$ cat config.mk
export PLATFORM = sky130hd
export DESIGN_NAME = fp16_add
export DESIGN_NICKNAME = d
export VERILOG_FILES = /design/src/rtl/fp16_add_pkg.sv /design/src/rtl/fp16_lzc.sv /design/src/rtl/fp16_add.sv
export SDC_FILE = /design/constraint.sdc
export NUM_CORES = 1
export LEC_CHECK = 0
export CAP_MARGIN = 30
export CORE_ASPECT_RATIO = 1.75
export CORE_UTILIZATION = 40
export CTS_CLUSTER_SIZE = 8
export DETAILED_ROUTE_END_ITERATION = 12
export HOLD_SLACK_MARGIN = 0.15
export PLACE_DENSITY = 0.62
export SLEW_MARGIN = 20
export SYNTH_ARGS = -nofsm -noshare
export SYNTH_HDL_FRONTEND = slang
export SYNTH_HIERARCHICAL = 1
export SYNTH_SLANG_ARGS = --single-unit
$ cat constraint.sdc
create_clock -name clk -period 0.94 [get_ports clk]
set_input_delay 0.188 -clock clk [delete_from_list [all_inputs] [get_ports clk]]
set_output_delay 0.188 -clock clk [all_outputs]
set_load 0.01 [all_outputs]
$ cat src/rtl/fp16_add_pkg.sv
// Shared FP16 definitions: field widths, bias, special encodings and operand unpacking.
package fp16_defs;

    localparam int FP16_WIDTH = 16;
    localparam int FP16_EXP_W = 5;
    localparam int FP16_MAN_W = 10;
    localparam int FP16_BIAS  = 15;

    localparam logic [FP16_WIDTH-1:0] FP16_POS_ZERO = 16'h0000;
    localparam logic [FP16_WIDTH-1:0] FP16_NEG_ZERO = 16'h8000;
    localparam logic [FP16_WIDTH-1:0] FP16_POS_INF  = 16'h7C00;
    localparam logic [FP16_WIDTH-1:0] FP16_NEG_INF  = 16'hFC00;
    localparam logic [FP16_WIDTH-1:0] FP16_QNAN     = 16'h7E00;

    typedef struct packed {
        logic                  sign;
        logic [FP16_EXP_W-1:0] exp;
        logic [FP16_MAN_W:0]   sig;
    } fp16_unp_t;

    // Subnormals (and flushed subnormals) take exponent 1 so alignment treats them uniformly.
    function automatic fp16_unp_t fp16_unpack(input logic [FP16_WIDTH-1:0] v, input logic ftz);
        fp16_unp_t u;
        u.sign = v[15];
        if (v[14:10] == '0) begin
            u.exp = 5'd1;
            u.sig = ftz ? '0 : {1'b0, v[9:0]};
        end else begin
            u.exp = v[14:10];
            u.sig = {1'b1, v[9:0]};
        end
        return u;
    endfunction

endpackage

$ cat src/rtl/fp16_lzc.sv
// Combinational leading-zero counter over the 14-bit normalization significand (14 = all zero).
module fp16_lzc (
    input  logic [13:0] v,
    output logic [3:0]  cnt
);
    always_comb begin
        cnt = 4'd14;
        for (int unsigned i = 0; i < 14; i++) begin
            if (v[i]) cnt = 4'(13 - i);
        end
    end
endmodule

$ cat src/rtl/fp16_add.sv
// Registered binary16 adder, round-to-nearest-even, one cycle latency.
// Define FP16_ADD_DENORM_EN for full subnormal support; otherwise flush-to-zero.
module fp16_add
    import fp16_defs::*;
(
    input  logic                  clk,
    input  logic                  rst,
    input  logic                  in_valid,
    input  logic [FP16_WIDTH-1:0] a,
    input  logic [FP16_WIDTH-1:0] b,
    output logic                  out_valid,
    output logic [FP16_WIDTH-1:0] y
);
`ifdef FP16_ADD_DENORM_EN
    localparam logic FTZ = 1'b0;
`else
    localparam logic FTZ = 1'b1;
`endif

    fp16_unp_t       ua, ub, ul, us;
    logic            a_nan, b_nan, a_inf, b_inf;
    logic [4:0]      d, sh;
    logic [24:0]     wide;
    logic [12:0]     al;
    logic            st;
    logic [13:0]     opl, ops;
    logic [14:0]     s;
    logic [3:0]      lz;
    logic [13:0]     n;
    logic [6:0]      e;
    logic            up;
    logic [11:0]     r;
    logic [10:0]     mant;
    logic [FP16_WIDTH-1:0] res;

    fp16_lzc u_lzc (.v(s[13:0]), .cnt(lz));

    always_comb begin
        ua    = fp16_unpack(a, FTZ);
        ub    = fp16_unpack(b, FTZ);
        a_nan = (&a[14:10]) & (|a[9:0]);
        b_nan = (&b[14:10]) & (|b[9:0]);
        a_inf = (&a[14:10]) & ~(|a[9:0]);
        b_inf = (&b[14:10]) & ~(|b[9:0]);

        if ({ub.exp, ub.sig} > {ua.exp, ua.sig}) begin
            ul = ub;
            us = ua;
        end else begin
            ul = ua;
            us = ub;
        end

        // Shifts below 14 lose nothing off the 25-bit window, so sticky is exact.
        d    = ul.exp - us.exp;
        wide = '0;
        if (d >= 5'd14) begin
            al = '0;
            st = |us.sig;
        end else begin
            wide = {us.sig, 14'b0} >> d;
            al   = wide[24:12];
            st   = |wide[11:0];
        end
        opl = {ul.sig, 3'b000};
        ops = {al, st};
        s   = (ua.sign ^ ub.sign) ? ({1'b0, opl} - {1'b0, ops}) : ({1'b0, opl} + {1'b0, ops});

        sh = '0;
        if (s[14]) begin
            n = {s[14:2], s[1] | s[0]};
            e = {2'b00, ul.exp} + 7'd1;
        end else begin
            sh = ({1'b0, lz} > (ul.exp - 5'd1)) ? (ul.exp - 5'd1) : {1'b0, lz};
            n  = s[13:0] << sh;
            e  = {2'b00, ul.exp} - {2'b00, sh};
        end

        up = n[2] & (n[1] | n[0] | n[3]);
        r  = {1'b0, n[13:3]} + {11'b0, up};
        if (r[11]) begin
            mant = r[11:1];
            e    = e + 7'd1;
        end else begin
            mant = r[10:0];
        end

        // Hidden bit clear means the result stayed at exponent 1 and encodes as subnormal.
        if (s == '0)
            res = (ua.sign & ub.sign) ? FP16_NEG_ZERO : FP16_POS_ZERO;
        else if (mant[10] && e >= 7'd31)
            res = ul.sign ? FP16_NEG_INF : FP16_POS_INF;
        else if (!mant[10])
            res = FTZ ? {ul.sign, 15'b0} : {ul.sign, 5'b0, mant[9:0]};
        else
            res = {ul.sign, e[4:0], mant[9:0]};

        if (a_nan || b_nan)
            res = FP16_QNAN;
        else if (a_inf && b_inf && (a[15] != b[15]))
            res = FP16_QNAN;
        else if (a_inf)
            res = a;
        else if (b_inf)
            res = b;
    end

    always_ff @(posedge clk or posedge rst) begin
        if (rst) begin
            out_valid <= 1'b0;
            y         <= FP16_POS_ZERO;
        end else begin
            out_valid <= in_valid;
            if (in_valid) y <= res;
        end
    end

endmodule

Word-level counts from Yosys, hierarchy flattened --
Index checks and enable logic that the tools add are counted. W data, S select, Z words.
Word-level totals: flip-flop bits (word level) 17, word-level logic and storage cells 77
Cells by class: add/subtract/negate cells 8, bitwise operators 12, muxes and demuxes 35, shift operators 2, order comparisons 4, equal/unequal tests 1, reductions and logical operators 13
Operators by type and width (count):
- $mux W16 | 11
- $mux W4 | 8
- $mux W15 | 2
- $shr A25 B5 Y25 | 1
- $reduce_or A10 Y1 | 2
- $mux W17 | 1
- $gt A16 B16 Y1 | 1
- $add A14 B14 Y15 | 1
- $logic_not A15 Y1 | 1
- $sub A14 B14 Y15 | 1
- $mux W14 | 1
- $mux W7 | 2
- $shl A14 B5 Y14 | 1
- $mux W13 | 1
- $add A11 B1 Y12 | 1
- $mux W3 | 4
- $reduce_or A12 Y1 | 1
- $mux W11 | 1
- $reduce_or A11 Y1 | 1
- $logic_not A5 Y1 | 2
- $reduce_and A5 Y1 | 2
- $add A7 B1 Y7 const B | 1
- $ge A7 B5 Y1 const B | 1
- $add A5 B1 Y6 const B | 1
- 15 further kinds | 26

Longest topological paths before layout --
Gate-level depths: netlist of the first run.
depth in word-level cells 41, depth in mapped cells 69, mapped depth without buffers 64

Hierarchy --
The synthesis of the first run kept the hierarchy.
By module, submodules not included:
- fp16_add | instances 1, seq. area each 425.4 µm², cells each 1035, area each 7040.5 µm²
- fp16_lzc | instances 1, seq. area each 0.0 µm², cells each 25, area each 146.4 µm²

Worst setup path after synthesis of the first run --
No wires, ideal clock.
path type input port to flip-flop, start input a[13], end register y[5], arrival 11.372 ns, path slack -10.528 ns, stages 50, library setup time 0.096 ns, cells stage by stage or2_1 > or4_1 > clkbuf_1 > and2_1 > inv_1 > ha_1 > nand2_1 > nor2_1 > a311oi_1 > o211ai_2 > buf_6 > a21oi_1 > a21oi_1 > ha_1 > clkbuf_1 > clkbuf_1 > nand3_1 > o21ai_0 > [14 not listed] > o21a_1 > o21a_1 > o21ai_0 > nor2_1 > mux2i_1 > mux2i_1 > inv_1 > nand2_1 > o32ai_1 > nor3_1 > a32oi_1 > o211ai_2 > a21bo_2 > or4_1 > buf_6 > o31ai_4 > o211ai_4 > o32ai_2
On the way: elaborated cells on any way between the ends 61
RTL lines:
- start, declared | line fp16_add.sv:9 | input logic [FP16_WIDTH-1:0] a,
- $logic_not A5 Y1 | line fp16_add_pkg.sv:25 | if (v[14:10] == '0) begin
- $mux W16 (*) | line fp16_add_pkg.sv:25
- $gt A16 B16 Y1 | line fp16_add.sv:46 | if ({ub.exp, ub.sig} > {ua.exp, ua.sig}) begin
- $mux W17 / $mux W16 (equally long branches) | line fp16_add.sv:46
- $sub A5 B5 Y5 | line fp16_add.sv:55 | d = ul.exp - us.exp;
- $shr A25 B5 Y25 | line fp16_add.sv:61 | wide = {us.sig, 14'b0} >> d;
- $reduce_or A12 Y1 | line fp16_add.sv:63 | st = |wide[11:0];
- $mux W1 | line fp16_add.sv:57 | if (d >= 5'd14) begin
- [2 not listed]
- via s[12] | line fp16_add.sv:27 | logic [14:0] s;
- [2 not listed]
- via lz[1] | line fp16_add.sv:28 | logic [3:0] lz;
- [9 not listed]
- $ge A7 B5 Y1 | line fp16_add.sv:91 | else if (mant[10] && e >= 7'd31)
- $logic_and A1 B1 Y1 | line fp16_add.sv:91
- $mux W16 (*) | line fp16_add.sv:91
- $mux W16 (*) | line fp16_add.sv:89 | if (s == '0)
- $mux W16 (*) | line fp16_add.sv:104 | else if (b_inf)
- $mux W16 (*) | line fp16_add.sv:102 | else if (a_inf)
- $mux W16 (*) | line fp16_add.sv:100 | else if (a_inf && b_inf && (a[15] != b[15]))
- $mux W16 (*) | line fp16_add.sv:98 | if (a_nan || b_nan)
- end signal, assigned | line fp16_add.sv:114 | if (in_valid) y <= res;
- end, declared | line fp16_add.sv:12 | output logic [FP16_WIDTH-1:0] y
Mark *: on every way through the listed nets, which the timed path passes. The rest lies on a longest branch. A chain may end at the register's enable or synchronous reset.

Worst setup path after layout of the first run --
start input a[13], end register y[10]
On the way: elaborated cells on any way between the ends 61
RTL lines (line):
- $logic_not A5 Y1 | fp16_add_pkg.sv:25
- $mux W16 (*) | fp16_add_pkg.sv:25
- $gt A16 B16 Y1 | fp16_add.sv:46
- $mux W17 / $mux W16 (equally long branches) | fp16_add.sv:46
- $sub A5 B5 Y5 | fp16_add.sv:55
- $shr A25 B5 Y25 | fp16_add.sv:61
- $reduce_or A12 Y1 | fp16_add.sv:63
- $mux W1 | fp16_add.sv:57
- [2 not listed]
- via s[11] | fp16_add.sv:27
- [3 not listed]
- via lz[1] | fp16_add.sv:28
- [9 not listed]
- $ge A7 B5 Y1 | fp16_add.sv:91
- $logic_and A1 B1 Y1 | fp16_add.sv:91
- $mux W16 (*) | fp16_add.sv:91
- $mux W16 (*) | fp16_add.sv:89
- $mux W16 (*) | fp16_add.sv:104
- $mux W16 (*) | fp16_add.sv:102
- $mux W16 (*) | fp16_add.sv:100
- $mux W16 (*) | fp16_add.sv:98
Marked as above.

==> out/results.txt, run 1 <==
The first detailed-routing pass ran for 5 iterations. The via count of the first global-routing pass was 10560; the total power was 37.76 mW. Required time of the worst setup path: 1.05 ns.

The run gives 74.00% as the global-route track usage on met2. The tools report the global-route congestion overflow total as 0. In the synthesized netlist the dominant register cell turns out to be sky130_fd_sc_hd__dfrtp_1. For this run, global-route usage on met1 was measured as 34.66%. The wire length of the first global-routing pass came out at 55900 um.

Remaining max-slew budget at the tightest pin: 51.92%. Across the routed clock network, the largest skew measured is 0 ns. The worst setup path is of the input pin to register kind. The number of distinct library cell variants in the gate-level netlist after synthesis was 110; the die width was 103.3 um. For this design the ratio of total power to cell area is 2917 nW/um^2. The finished cells cover 12940 um^2. The net count after synthesis came out at 1150. For the final antenna-violating net count, the log shows 0. The fraction of final layout cells with drive strength greater than 1 came out at 50.55%.

The logs give 3 for the number of clock buffers inserted by TritonCTS and 52 for the total I/O pin count. At the pin with the least slew margin, the transition time is 0.7212 ns. Part of the cycle the worst path needs: 1159%. Wires add up to 38640 um.

The final core area utilization was 73.81%; the initial cell density of the core was 40.98%. The first routing iteration left 688 violations. Counting flops and latches in the post-synthesis netlist gives 17. The die outline height came out at 179.3 um.

The run gives 0 as the total of max-cap violations. The logs give 2 for the initial antenna violation count and 1361 for the filler cell count. TritonCTS built the clock tree. Yosys attributes the largest share of cell area to sky130_fd_sc_hd__ha_1, sky130_fd_sc_hd__dfrtp_1, sky130_fd_sc_hd__a21oi_1. sky130_fd_sc_hd__ha_1 takes more of the synthesized area than any other cell.

The top achievable clock speed came out at 0.09176 GHz. The largest net degree at the start of global routing was 28. The tools report the pre-CTS setup slack as -10.63 ns.

The worst setup path is captured at a register. Among all cell types in the netlist, the one instantiated most often is sky130_fd_sc_hd__nor2_1. The number of instances in the synthesized netlist came out at 1060.

The shortest period the worst path allows is 10.90 ns. The data arrival time of the critical path is 11.01 ns, and the delay of the slowest critical-path stage is 0.61 ns. Setup repair after global routing could not meet its margin everywhere. The die covers 18530 um^2. The maximum clock insertion buffer count was 2; the number of standard-cell rows in the floorplan was 64. For the area of the multi-input gates, the log shows 7301 um^2. The vias per cell is 6.095. The tools report the clock root buffer master as sky130_fd_sc_hd__clkbuf_16. The run finished, with violations left. Detailed placement ended at an HPWL of 28930 um.

Counting every sink on the clock net gives 17. The tools report the count of hold-fix buffers inserted at cts as 0. STA classifies the critical path startpoint as an input pin. The net count reported at finish was 1646; the share of the synthesized area in the top cell type was 9.227%. The critical path's most frequent cell is sky130_fd_sc_hd__buf_4.

Across all layers, the routed design uses 10890 vias. The H-tree depth reported by CTS is 1. Averaged over all synthesized cells, the footprint is 6.780 um^2.

Most congested layer reported by global routing: met2. The worst voltage drop across the vdd grid was 1910 uV. For this run, design rule violations remaining after detail routing come to 0. The run gives 5.766 nW as the leakage dissipation.

The tools report the number of hold violations in the final report as 0. Counting flops with an async set or reset pin after synthesis yields a share of 100.0%. The worst path setup slack after routing was -9.958 ns; the average wire per cell in the routed design was 21.62 um. The run gives 40.52% as the global router's overall resource usage. Summing all placed instances gives a cell area of 11310 um^2. The post-synthesis instance area came out at 7187 um^2. The slowest library cell on the worst path is sky130_fd_sc_hd__or4_4. The Yosys step of the flow raised 6 warnings. Routability-driven placement finished with a final weighted congestion of 1.043. Across the whole layout, storage elements account for 425.4 um^2. For this run, global-route usage on met3 was measured as 9.045%. The number of pins with negative max-slew slack in the final report came out at 0. After synthesis, the most frequently instantiated cells are sky130_fd_sc_hd__nor2_1, sky130_fd_sc_hd__nand2_1, sky130_fd_sc_hd__inv_1.

Setup violations remaining at the end of the flow were counted as 33. The final sum of negative setup slack was -156.11 ns. Relative to the synthesized area, the layout overhead comes to 80.10%.

The total area inside the core boundary comes to 17540 um^2. The min-delay analysis places its worst path in the category input pin to asynchronous set/reset pin. The synthesized design contains 0 enable-type register cells. The later-pin clock latency in the skew report came out at 0.26 ns. The run gives 5.919% as the post-synthesis sequential area ratio.

The top fanout value on the critical path works out to 6. The final reports fail on setup timing. Clock-pin slew was measured on the worst setup and hold paths at 0.05 ns. Buffers placed on the I/O ports in this run total 51.
==> registers in the layout, indices dropped and copies added, names as in the netlist <==
name / count
y: 16
out_valid: 1
==> power breakdown <==
part           switching [mW]  total (mW)  internal, mW
clock                   0.330       0.909         0.579
combinational            18.7        35.7          17.0
sequential              0.164        1.15         0.986
total                    19.2        37.8          18.6
==> path summary, 6_finish.rpt <==
check	from	endpoint	slack (ns)	cells after the start
setup / recovery	a[13]	y[10]	-9.96	61
hold / removal	rst	y[0]	0.27	3
setup reg to reg	y[10]	y[10]	-0.06	4
hold reg to reg	y[2]	y[2]	0.54	2
max in group asynchronous	rst	y[12]	0.55	3
min in group clk	y[2]	y[2]	0.54	2
==> critical path: cells and delay by family <==
family | cells | cell delay, ns
fa+ha+maj | 4 | 1.21
mux | 3 | 0.91
buf+inv | 11 | 1.36
simple gates | 21 | 3.96
compound gates | 22 | 3.33
==> area by class of cell <==
| type | instances | share of cell area, % |
|---|---|---|
| clock buffer | 4 | 0.6090 |
| multi-input combinational | 889 | 56.40 |
| antenna | 1 | 0.01933 |
| tap | 231 | 2.233 |
| timing repair inverter | 2 | 0.1160 |
| sequential | 17 | 3.287 |
| timing repair buffer | 553 | 34.47 |
| inverter | 90 | 2.861 |
==> kinds of logic (layout without fill, tap and decap cells) <==
kind of cell / Yosys count / count (layout) / share of synthesized area (%)
mux: 27 / 27 / 4.787
buf+inv: 155 / 649 / 9.088
simple gates: 410 / 410 / 28.97
xor+xnor: 33 / 33 / 4.126
other cells: 1 / 2 / 0.05218
flops: 17 / 17 / 5.919
fa+ha+maj: 55 / 55 / 9.784
compound gates: 362 / 363 / 37.27
==> through the flow <==
stage,hold slack (ns),cells
6_report,0.2664,1787
5_1_grt,0.3114,1787
4_1_cts,0.2629,1757
3_5_place_dp,0.4862,1706
3_3_place_gp,0.4830,1706
2_1_floorplan,0.1141,1060
==> what timing repair did <==
item / in CTS / in global routing
buffers inserted: 45 / 32
pin swaps: 91 / 85
gates resized for setup: 206 / 106
endpoints found under the setup margin: 33 / 33
cloned: 2 / 1
==> cells in the final DEF, fill, tap and decap left out, drive strengths merged, types with 18 or more instances in the layout <==
master           n
inv             89
a31oi           28
nor4            21
a21oi           81
nor3            33
nand4           18
mux2i           19
o211ai          19
clkdlybuf4s50   24
nand3           55
nor2           103
xnor2           27
nand2           96
ha              53
buf            523
o21ai           70
==> routing by layer <==
metal	wire, um	vias up
met2	19690	511
met5	0	-
li1	-	4991
met3	2802	240
met4	4277	0
met1	11870	5150
(Power assumes the default switching activity.)
==> run 2: changes to the inputs <==
clock period = 11.47 ns   (was 0.94 ns; I/O delays follow)
==> run 2 against run 1 <==
Compared with the run above:
- the run now fails in global routing
- synthesized cell count is the same
- area after synthesis is the same
==> out/results.txt, run 2 <==
Fraction of the mapped netlist area in adder cells: 9.784% (unchanged). Total I/O pin count: 52 (unchanged). The proportion of synthesized area in mux cells came out at 4.788% (unchanged). The mean area per synthesized cell came out at 6.780 um^2 (unchanged). The tools report the maximum clock insertion buffer count as 2 (unchanged). When the last timing repair stopped, the worst path ended at y[9]$_DFFE_PP0P_/D. The stage where the run came to a stop is global routing. The number of clock buffers inserted by TritonCTS came out at 3 (unchanged). Initial cell density of the core: 40.98% (unchanged). Post-synthesis async set-or-reset flop share: 100.0% (unchanged). For the global router's overall resource usage, the log shows 47.02%. The run gives 1150 (unchanged) as the net count after synthesis.

The number of synthesized flops with an enable pin is 0 (unchanged), and the synthesized-area fraction occupied by and/or/nand/nor cells is 28.97% (unchanged). The primary flip-flop cell chosen by synthesis mapping was sky130_fd_sc_hd__dfrtp_1. The tree is rooted in a sky130_fd_sc_hd__clkbuf_16.

The post-synthesis register bit count was 17 (unchanged). The post-synthesis instance area was 7187 um^2 (unchanged). The worst endpoint type was a sequential cell input.

The count of input and output buffers came out at 51 (unchanged). The post-synthesis share of cell area spent on xor and xnor gates works out to 4.126% (unchanged). After synthesis, the largest family of logic cells by area is compound AO/OA/AOI/OAI gates. Yosys attributes the largest share of cell area to sky130_fd_sc_hd__ha_1, sky130_fd_sc_hd__dfrtp_1, sky130_fd_sc_hd__a21oi_1. The die outline height was 179.3 um (unchanged). The tools report the H-tree depth reported by CTS as 1 (unchanged).

The fraction of the mapped netlist area in compound gates is 37.27% (unchanged), and the final HPWL from detailed placement is 28000 um (-3.2%). The tool reported: "[ERROR GRT-0232] Routing congestion too high. Check the congestion heatmap in the GUI". The largest net degree at the start of global routing is 35. Summed over all instances, the cell type with the most area after synthesis is sky130_fd_sc_hd__ha_1.

The logs give 5.919% (unchanged) for the post-synthesis sequential area ratio and 1.056 (+1.2%) for the last weighted congestion value of the routability-driven placer. The logs give 17 (unchanged) for the number of sinks on the clock net and 10780 um^2 (-4.7%) for the placement-stage cell area. The number of distinct library cell variants in the gate-level netlist after synthesis was 110 (unchanged). The die width works out to 103.3 um (unchanged). The run stopped with a tool error. For the number of instances in the synthesized netlist, the log shows 1060 (unchanged). The count of hold-fix buffers inserted at cts came out at 0 (unchanged). The cell with the most instances after synthesis is sky130_fd_sc_hd__nor2_1. Sorting the synthesized cells by how often they occur yields sky130_fd_sc_hd__nor2_1, sky130_fd_sc_hd__nand2_1, sky130_fd_sc_hd__inv_1. The share of the synthesized area in the top cell type came out at 9.227% (unchanged). The number of synthesis warnings came out at 6 (unchanged). Number of standard-cell rows in the floorplan: 64 (unchanged).

Global routing finished with a remaining overflow of 2. For the number of placed instances, taps included, the log shows 1639 (-3.9%).
run 2: cell counts after synthesis:
Identical to the previous run, type by type.
run 2: cell families after synthesis:
kind of cell	after synthesis
and+or+nand+nor	410
AOI/OAI and AO/OA	362
buffers and inverters	155
adders and majority gates	55
xor gates and xnor gates	33
muxes	27
DFF	17
other	1
run 2: per-stage QoR:
stage	setup slack [ns]	util (%)	hold slack, ns
after floorplan	-0.9090	-	0.5372
after global placement	-2.132	61.49	0.4839
after detailed placement	-2.307	61.49	0.5030
after CTS	-1.362	66.72	0.5140
run 2: repair_timing:
item	4_1_cts
cloned	2
hold endpoints to repair	0
pin swaps	61
resized for setup	130
setup endpoints to repair	15
buffers inserted	44
run 2: metal layers:
metal | GRT overflow | track usage (%)
met1 | 0 | 43.06
met2 | 1 | 73.25
met3 | 0 | 21.60
met4 | 1 | 49.18
met5 | 0 | 1.140
==> run 3: changes to the inputs <==
CORE_ASPECT_RATIO = default   (was 1.75)
CORE_UTILIZATION = 25   (was 40)
CTS_CLUSTER_SIZE = default   (was 8)
HOLD_SLACK_MARGIN = default   (was 0.15)
PLACE_DENSITY = default   (was 0.62)
PLACE_DENSITY_LB_ADDON = 0.15   (was default)
==> run 3 against run 2 <==
Compared with the run above:
- the flow now finishes, with violations (setup timing)
==> out/results.txt, run 3 (synthesis results as in run 1) <==
The via count of the first global-routing pass is 9831, and the fraction of final layout cells with drive strength greater than 1 is 47.12%. The setup slack of the worst register-to-register path was 10.69 ns. The count of hold-fix buffers inserted at cts is 0 (unchanged). The final HPWL from detailed placement is 27810 um (-0.68%), and the H-tree depth reported by CTS is 1 (unchanged). The tools report the last weighted congestion value of the routability-driven placer as 0.9398 (-11%). Die outline height: 171.6 um (-4.3%). Summed over all cells, the static leakage comes to 5.485 nW. The worst setup path is captured at a register.

Counting I/O delays and the setup requirement, the final critical path takes 12.97 ns. STA puts the critical path data required time at 11.63 ns. The initial antenna violation count came out at 0.

The run gives 0 as the number of antenna repair diodes. The origin of the critical flop-to-flop path was y[12]. The final layout contains routed wiring with a total length of 34450 um.

The run gives 3.013 mW as the total power. The data arrival time of the critical path was 13.13 ns. For this block, the initial DRC count from the detailed router was 652. The worst path setup slack after routing was -1.504 ns; the layout-stage area growth over the synthesis result was 75.61%. For the total I/O pin count, the log shows 52 (unchanged).

The die covers 29430 um^2. The number of cells on the worst reg-to-reg path is 2. The final layout contains 1602 nets. The worst hold path depth was 1. The tools report the startpoint type of the worst setup path as an input pin. After detailed routing, the number of remaining DRC violations is 0. The delay of the slowest critical-path stage works out to 0.60 ns. For hold timing, the worst endpoint is y[9]. The slowest stage of the critical path belongs to the cell sky130_fd_sc_hd__or4_4. The tools report the number of hold violations in the final report as 0. The initial cell density of the core came out at 25.66% (-15 points).

The die width came out at 171.6 um (+66%). The startpoint identified for the worst hold timing path is y[9]. At the pin with the least slew margin, the transition time is 0.9194 ns. Once detail routing completed, the nets flagged for antenna violations numbered 0. The register with the most flip-flops in the final layout is y. The maximum clock insertion buffer count was 2 (unchanged); the global-route congestion overflow total was 0. Setup violations remaining at the end of the flow were counted as 15. For the final database, setup skew stands at 0 ns. Entering global routing, the biggest net connects 34 pins. The total power divided by cell area is 238.7 nW/um^2, and the number of flip-flops under the largest register name is 16.

Headroom to the max-slew limit came out at 38.64%. The first global-routing pass estimated 53430 um of wire. TritonCTS built the clock tree.

Later-pin clock latency in the skew report: 0.25 ns. The total vias in the final route was 10050. The top fanout value on the critical path was 7. The library cells used most frequently in the layout, excluding fill and tap cells, are sky130_fd_sc_hd__buf_4, sky130_fd_sc_hd__nor2_1, sky130_fd_sc_hd__nand2_1. The global router's overall resource usage was 23.30%. After detailed routing, the number of vias per cell comes to 5.319.

The core region is 28010 um^2. The flow ran to the end, but the final reports show violations. Number of clock buffers inserted by TritonCTS: 3 (unchanged). The worst hold path belongs to the class register to register. The number of placed instances, taps included was 1800 (+9.8%). The largest registers in the layout are y x16, out_valid x1.

The run gives 61 (-4.7%) as the number of standard-cell rows in the floorplan. The finished cells cover 12620 um^2. Of the available clock period, the critical path in the final layout requires 113.1%. The count of input and output buffers works out to 51 (unchanged).

The pre-CTS setup slack is -2.325 ns (-0.01756 ns), and the top achievable clock speed is 0.07708 GHz. The number of sinks on the clock net is 17 (unchanged). The final reports fail on setup timing. The pre-antenna-repair detailed-routing pass consisted of 5 iterations. The tool flagged a number of max-cap violations equal to 0.

The tools report the number of pins with negative max-slew slack in the final report as 0. The most common library cell in the layout ignoring fill and taps is sky130_fd_sc_hd__buf_4. IR analysis of the VDD net gives a maximum drop of 115.5 uV. The average wire per cell in the routed design was 18.24 um. The path type of the worst setup path is input pin to register. The count of cells in the finished layout, fillers not included, comes to 1889. The root buffer cell chosen for the clock tree is sky130_fd_sc_hd__clkbuf_16. Counting stages on the worst path, the most repeated cell is sky130_fd_sc_hd__buf_6. Setup repair after global routing could not meet its margin everywhere. Clock-pin slew reported for the worst setup and hold paths after clock tree synthesis: 0.05 ns.

The run gives 11060 um^2 (+2.6%) as the placement-stage cell area. The endpoint identified for the worst register-to-register timing path is y[12].
[run 3: through the flow]
step	setup TNS (ns)	utilization, %	hold WS [ns]
final	-22.27	45.06	0.5071
after global routing	-28.78	45.06	0.5289
after CTS	-20.30	42.98	0.5127
after detailed placement	-33.01	39.49	0.5013
after global placement	-31.80	39.49	0.4872
after floorplan	-12.72	-	0.5372
[run 3: per-layer routing]
metal | GRT usage (%) | share of wire, % | vias up
li1 | - | - | 4892
met1 | 32.11 | 46 | 4775
met2 | 37.70 | 45 | 321
met3 | 3.037 | 5.9 | 59
met4 | 6.444 | 2.7 | 0
met5 | 0 | 0 | -
[run 3: repair_timing]
item,in CTS,in global routing
endpoints found under the setup margin,15,15
cloned,2,1
pin swaps,74,61
buffers inserted,60,26
gates resized for setup,119,87
[run 3: cell type report]
| type | instances | area (um^2) |
|---|---|---|
| fill | 2878 | 15390 |
| multi-input combinational | 889 | 7243 |
| timing repair buffer | 509 | 4028 |
| tap | 378 | 473.0 |
| sequential | 17 | 425.4 |
| inverter | 90 | 362.8 |
| clock buffer | 4 | 78.83 |
| timing repair inverter | 2 | 10.01 |
[run 3: power by group]
| part | internal, mW | switching, mW | total (mW) |
|---|---|---|---|
| registers | 0.0807 | 0.0107 | 0.0915 |
| logic | 1.39 | 1.46 | 2.85 |
| clock network | 0.0473 | 0.0246 | 0.0720 |
| total | 1.51 | 1.50 | 3.01 |
[run 3: worst max-delay path by stage]
stage | startpoint | to | slack [ns] | depth (start not counted)
2_1_floorplan | b[11] | y[2] | -0.91 | 60
3_3_place_gp | b[11] | y[12] | -2.22 | 57
3_5_place_dp | b[11] | y[12] | -2.32 | 59
4_1_cts | b[12] | y[8] | -1.41 | 59
5_1_grt | a[12] | y[3] | -1.95 | 63
6_report | b[12] | y[12] | -1.50 | 53
[run 3: worst max-delay path: cells and delay by family]
| family | cells | cell delay (ns) |
|---|---|---|
| compound gates | 22 | 4.14 |
| simple gates | 16 | 3.68 |
| buf+inv | 8 | 1.14 |
| fa+ha+maj | 4 | 1.09 |
| mux | 2 | 0.56 |
| xor+xnor | 1 | 0.19 |
==> RTL edit 1 (config.mk and constraints of run 1) <==
Put one more register stage on the output `y`, without a reset. The value now appears one clock later. The other outputs are not delayed to match.
--- a/src/rtl/fp16_add.sv
+++ b/src/rtl/fp16_add.sv
@@ -13,2 +13,4 @@
 );
+
+    logic [FP16_WIDTH-1:0] y_s0;
 `ifdef FP16_ADD_DENORM_EN
@@ -110,7 +112,11 @@
             out_valid <= 1'b0;
-            y         <= FP16_POS_ZERO;
+            y_s0      <= FP16_POS_ZERO;
         end else begin
             out_valid <= in_valid;
-            if (in_valid) y <= res;
+            if (in_valid) y_s0 <= res;
         end
+    end
+
+    always_ff @(posedge clk) begin
+        y <= y_s0;
     end
Function: changed (a bounded check fails within 4 cycles, from zero or initial values and one cycle with rst high).
==> RTL edit 1 against run 1 <==
The flow still finishes with violations (setup timing). Sequential share of layout area increased by 2.4 points. Worst setup slack got worse by 390 ps. Power increased by 4.4%. Synthesized cell count increased by 1.7%. Wire length increased by 3.6%. Fmax decreased by 3.5%. Cell area increased by 2.3%. Sequential cell count increased by 16. Synthesized area increased by 7.1%.
==> RTL edit 1: results (changes against run 1) <==
failing checks setup timing; metal2 WL 20200 µm (+2.5%); Critical R2R Launch y_s0[9]$_DFFE_PP0P_; layout cell share with drive strength beyond 1 0.489 (-0.0162); met2 GRT Util 0.728 (-0.0123); clk_skew 6.06 ps (+6.06 ps); met1 Use GR 0.342 (-0.00471); hpwl dp 29900 µm (+3.4%); wire per inst 21.9 µm (+1.4%); Adder-Cell Fraction of Synth Area 0.0914 (-0.00646); crit-path max cell delay 560 ps (-50 ps); Num CTS Buffers 5 (+2); Syn Nets 1168 (+1.6%); worst slew pin tran 904 ps (+183 ps); Iteration-0 DRC Markers 637 (-7.4%); vias in the first global route 11700 (+11%); Fill cells 1484 (+9.0%); CTS HTree Levels 2 (+1); Setup WS post-layout -10350 ps (-394 ps); Register Area 747 µm² (+76%); outcome finished with violations; Leak 0.00608 µW (+5.4%); Synth area leaders ha_1 (8.6%), dfrtp_1 (5.5%), nand2_1 (5.4%); crit path max fanout 7 (+1); Cell variety after synth 117 (+6.4%); register area share after synthesis 0.0969 (+0.0377); biggest regs y (16), y_s0 (16), out_valid (1); Non-Filler Instances 1826 (+2.2%); setup violators final 17 (-48%)
## RTL edit 1: cell types whose count changed after synthesis, sizes merged, moves of 5 or more
cell,delta
a211o,+5
a211oi,+8
a21o,+8
a21oi,-6
a31oi,-13
clkbuf,-8
dfxtp,+16
nand2,+17
nand3,-9
nor2,-9
o21a,+6
o31ai,+6
o41ai,-6
## RTL edit 1: cell type report
type                            instances  share of cell area
Timing Repair inverter                  1            0.000661
Clock buffer                            5             0.00945
Sequential cell                        33              0.0564
Tap cell                              238              0.0225
Clock inverter                          3             0.00350
Timing Repair Buffer                  559               0.331
Multi-Input combinational cell        900               0.550
Inverter                               87              0.0263
## RTL edit 1: final timing paths
| check | end | slack, ps | cells past startpoint |
|---|---|---|---|
| worst max-delay path | y_s0[13]$_DFFE_PP0P_ | -10350 | 64 |
| worst min-delay path | y_s0[15]$_DFFE_PP0P_ | 220 | 3 |
| worst max register to register | y_s0[9]$_DFFE_PP0P_ | -730 | 6 |
| worst min register to register | y[9]$_DFF_P_ | 370 | 0 |
| max in group asynchronous | y_s0[4]$_DFFE_PP0P_ | 580 | 3 |
| min in group clk | y[9]$_DFF_P_ | 370 | 0 |
## RTL edit 1: worst max-delay path, delay by kind of cell
| family | cells | cell delay (ps) |
|---|---|---|
| mux | 2 | 620 |
| compound gates | 20 | 3340 |
| fa+ha+maj | 5 | 1300 |
| buf+inv | 12 | 1250 |
| simple gates | 25 | 4720 |
## RTL edit 1: power by group
part / switching, µW / internal (µW)
combinational: 18600 / 16800
clock: 663 / 1250
sequential: 216 / 1970
total: 19400 / 20000
## RTL edit 1: repair_timing
action,4_1_cts,5_1_grt
buffers inserted,57,18
pin swaps,59,55
endpoints found under the setup margin,33,18
cloned,2,0
resized for setup,189,68
==> RTL edit 2 (config.mk and constraints of run 1) <==
Without the edit above. Add a define of `FP16_ADD_DENORM_EN`.
--- a/src/rtl/fp16_add.sv
+++ b/src/rtl/fp16_add.sv
@@ -2,2 +2,4 @@
 // Define FP16_ADD_DENORM_EN for full subnormal support; otherwise flush-to-zero.
+`define FP16_ADD_DENORM_EN
+
 module fp16_add
Formal check against the unedited RTL: not equivalent (a bounded check fails within 4 cycles, from zero or initial values and one cycle with rst high).
==> RTL edit 2 against run 1 <==
The run still ends with setup timing left. Worst setup slack gained 87 ps. Cell area shrank 4.8%. Hold slack gained 5.1 ps. Sequential cell count is the same. Sequential power grew 8%. Wire length shrank 12%. Power shrank 12%. Count of clock-buffer cells in the layout is the same. Core utilization grew 0.44 points. Combinational power shrank 13%. Die area shrank 4.8%. Synthesized area shrank 4.8%. Largest power group unchanged. Highest routed layer unchanged.
==> RTL edit 2: results (changes against run 1) <==
Num CTS Buffers 3 (unchanged); Post-CTS Resized 218 (+5.8%); crit path max-delay cell type or4b_4; antenna diode count 0 (-1); total negative slack -153850 ps (+2260 ps); hpwl dp 25500 µm (-12%); first-pass GRT wire length 51200 µm (-8.5%); vias in the first global route 10300 (-2.1%); pre-CTS WS -10550 ps (+75.3 ps); layout cell share with drive strength beyond 1 0.495 (-0.0109); crit-path max cell delay 590 ps (-20 ps); Synthesis Warnings 6 (unchanged); Post-Syn Instances 1004 (-5.3%); register area share after synthesis 0.0622 (+0.00301); Synth area leaders ha_1 (9.7%), dfrtp_1 (6.2%), a21oi_1 (5.6%); setup bufs post-CTS 69 (+53%); share of flip-flops with an asynchronous set or reset 1.00 (unchanged); post-placement cell area 10600 µm² (-6.2%); DR vias/cell 6.00 (-1.6%); Total GRT Usage 0.374 (-0.0315); Synth Area in XOR/XNOR 0.0437 (+0.00246); outcome finished with violations; pin count of the biggest net entering global routing 24 (-14%); Commonest cells post-synth nand2_1 (102), nor2_1 (84), inv_1 (78), a21oi_1 (77), o21ai_0 (67); setup violators final 33 (unchanged); Routed WL 34200 µm (-12%); maximum VDD drop 1490 µV (-22%); worst path arrival time 10970 ps (-40 ps); final hold slack 271 ps (+5.10 ps); ys flop type dfrtp_1; later-pin clock latency in the skew report 260 ps (about the same); Setup WS post-layout -9870 ps (+87.3 ps); failing checks setup timing; Syn Nets 1094 (-4.9%); path category of the worst min-delay check input port to asynchronous set/reset pin; worst slew pin tran 762 ps (+40.4 ps); multiplexer share of the synthesized area 0.0882 (+0.0403); Cell variety after synth 109 (-0.91%); # nets final 1575 (-4.3%); clk buf depth 2 (unchanged); initial antenna violation count 0 (-2); wire per inst 20.0 µm (-7.5%); Leak 0.00563 µW (-2.3%); Net Sw Frac 0.486 (-0.0214); R2R Setup Slk 20 ps (+80 ps); Adder-Cell Fraction of Synth Area 0.103 (+0.00498); CTS HTree Levels 1 (unchanged); Iteration-0 DRC Markers 620 (-9.9%); Compound-Gate Fraction of Synth Area 0.328 (-0.0447); Pre-Repair DR Iteration Count 6 (+1); gpl congestion 0.995 (-4.7%)
[RTL edit 2: worst paths after layout]
check                                  startpoint                 to  depth (start not counted)
worst max-delay path                        a[12]   y[7]$_DFFE_PP0P_                         64
worst min-delay path                          rst   y[8]$_DFFE_PP0P_                          3
worst max register to register  y[10]$_DFFE_PP0P_  y[10]$_DFFE_PP0P_                          4
worst min register to register  y[13]$_DFFE_PP0P_  y[13]$_DFFE_PP0P_                          2
max in group asynchronous                     rst  y[13]$_DFFE_PP0P_                          3
min in group clk                y[13]$_DFFE_PP0P_  y[13]$_DFFE_PP0P_                          2
[RTL edit 2: layout make-up]
| class | count | area, µm² |
|---|---|---|
| inverters | 83 | 319 |
| multi-input cells | 846 | 6970 |
| repair buffers | 533 | 4240 |
| flip-flops and latches | 17 | 425 |
| clock buffers | 4 | 78.8 |
| repair inverters | 1 | 7.51 |
| well taps | 224 | 280 |
| fillers | 1228 | 4280 |
[RTL edit 2: layer usage]
| metal | global-route usage | vias to the layer above | share of wire |
|---|---|---|---|
| li1 | - | 4685 | - |
| met1 | 0.318 | 4790 | 0.31 |
| met2 | 0.720 | 525 | 0.53 |
| met3 | 0.0548 | 241 | 0.050 |
| met4 | 0.336 | 0 | 0.10 |
| met5 | 0 | - | 0 |
[RTL edit 2: power groups by stage]
stage | Combinational [µW] | Sequential (µW) | Clock, µW
after floorplan | 13000 | 1380 | 0
after global placement | 24700 | 1220 | 0
after detailed placement | 24900 | 1240 | 0
after CTS | 27700 | 1220 | 869
after global routing | 33100 | 1280 | 907
final | 31000 | 1240 | 869
[RTL edit 2: worst max-delay path: cells and delay by family]
kind	cells	cell delay [ps]
AOI/OAI and AO/OA	26	4020
and+or+nand+nor	15	3290
buffers and inverters	13	1530
adders and majority gates	5	1050
muxes	3	560
xor gates and xnor gates	2	300
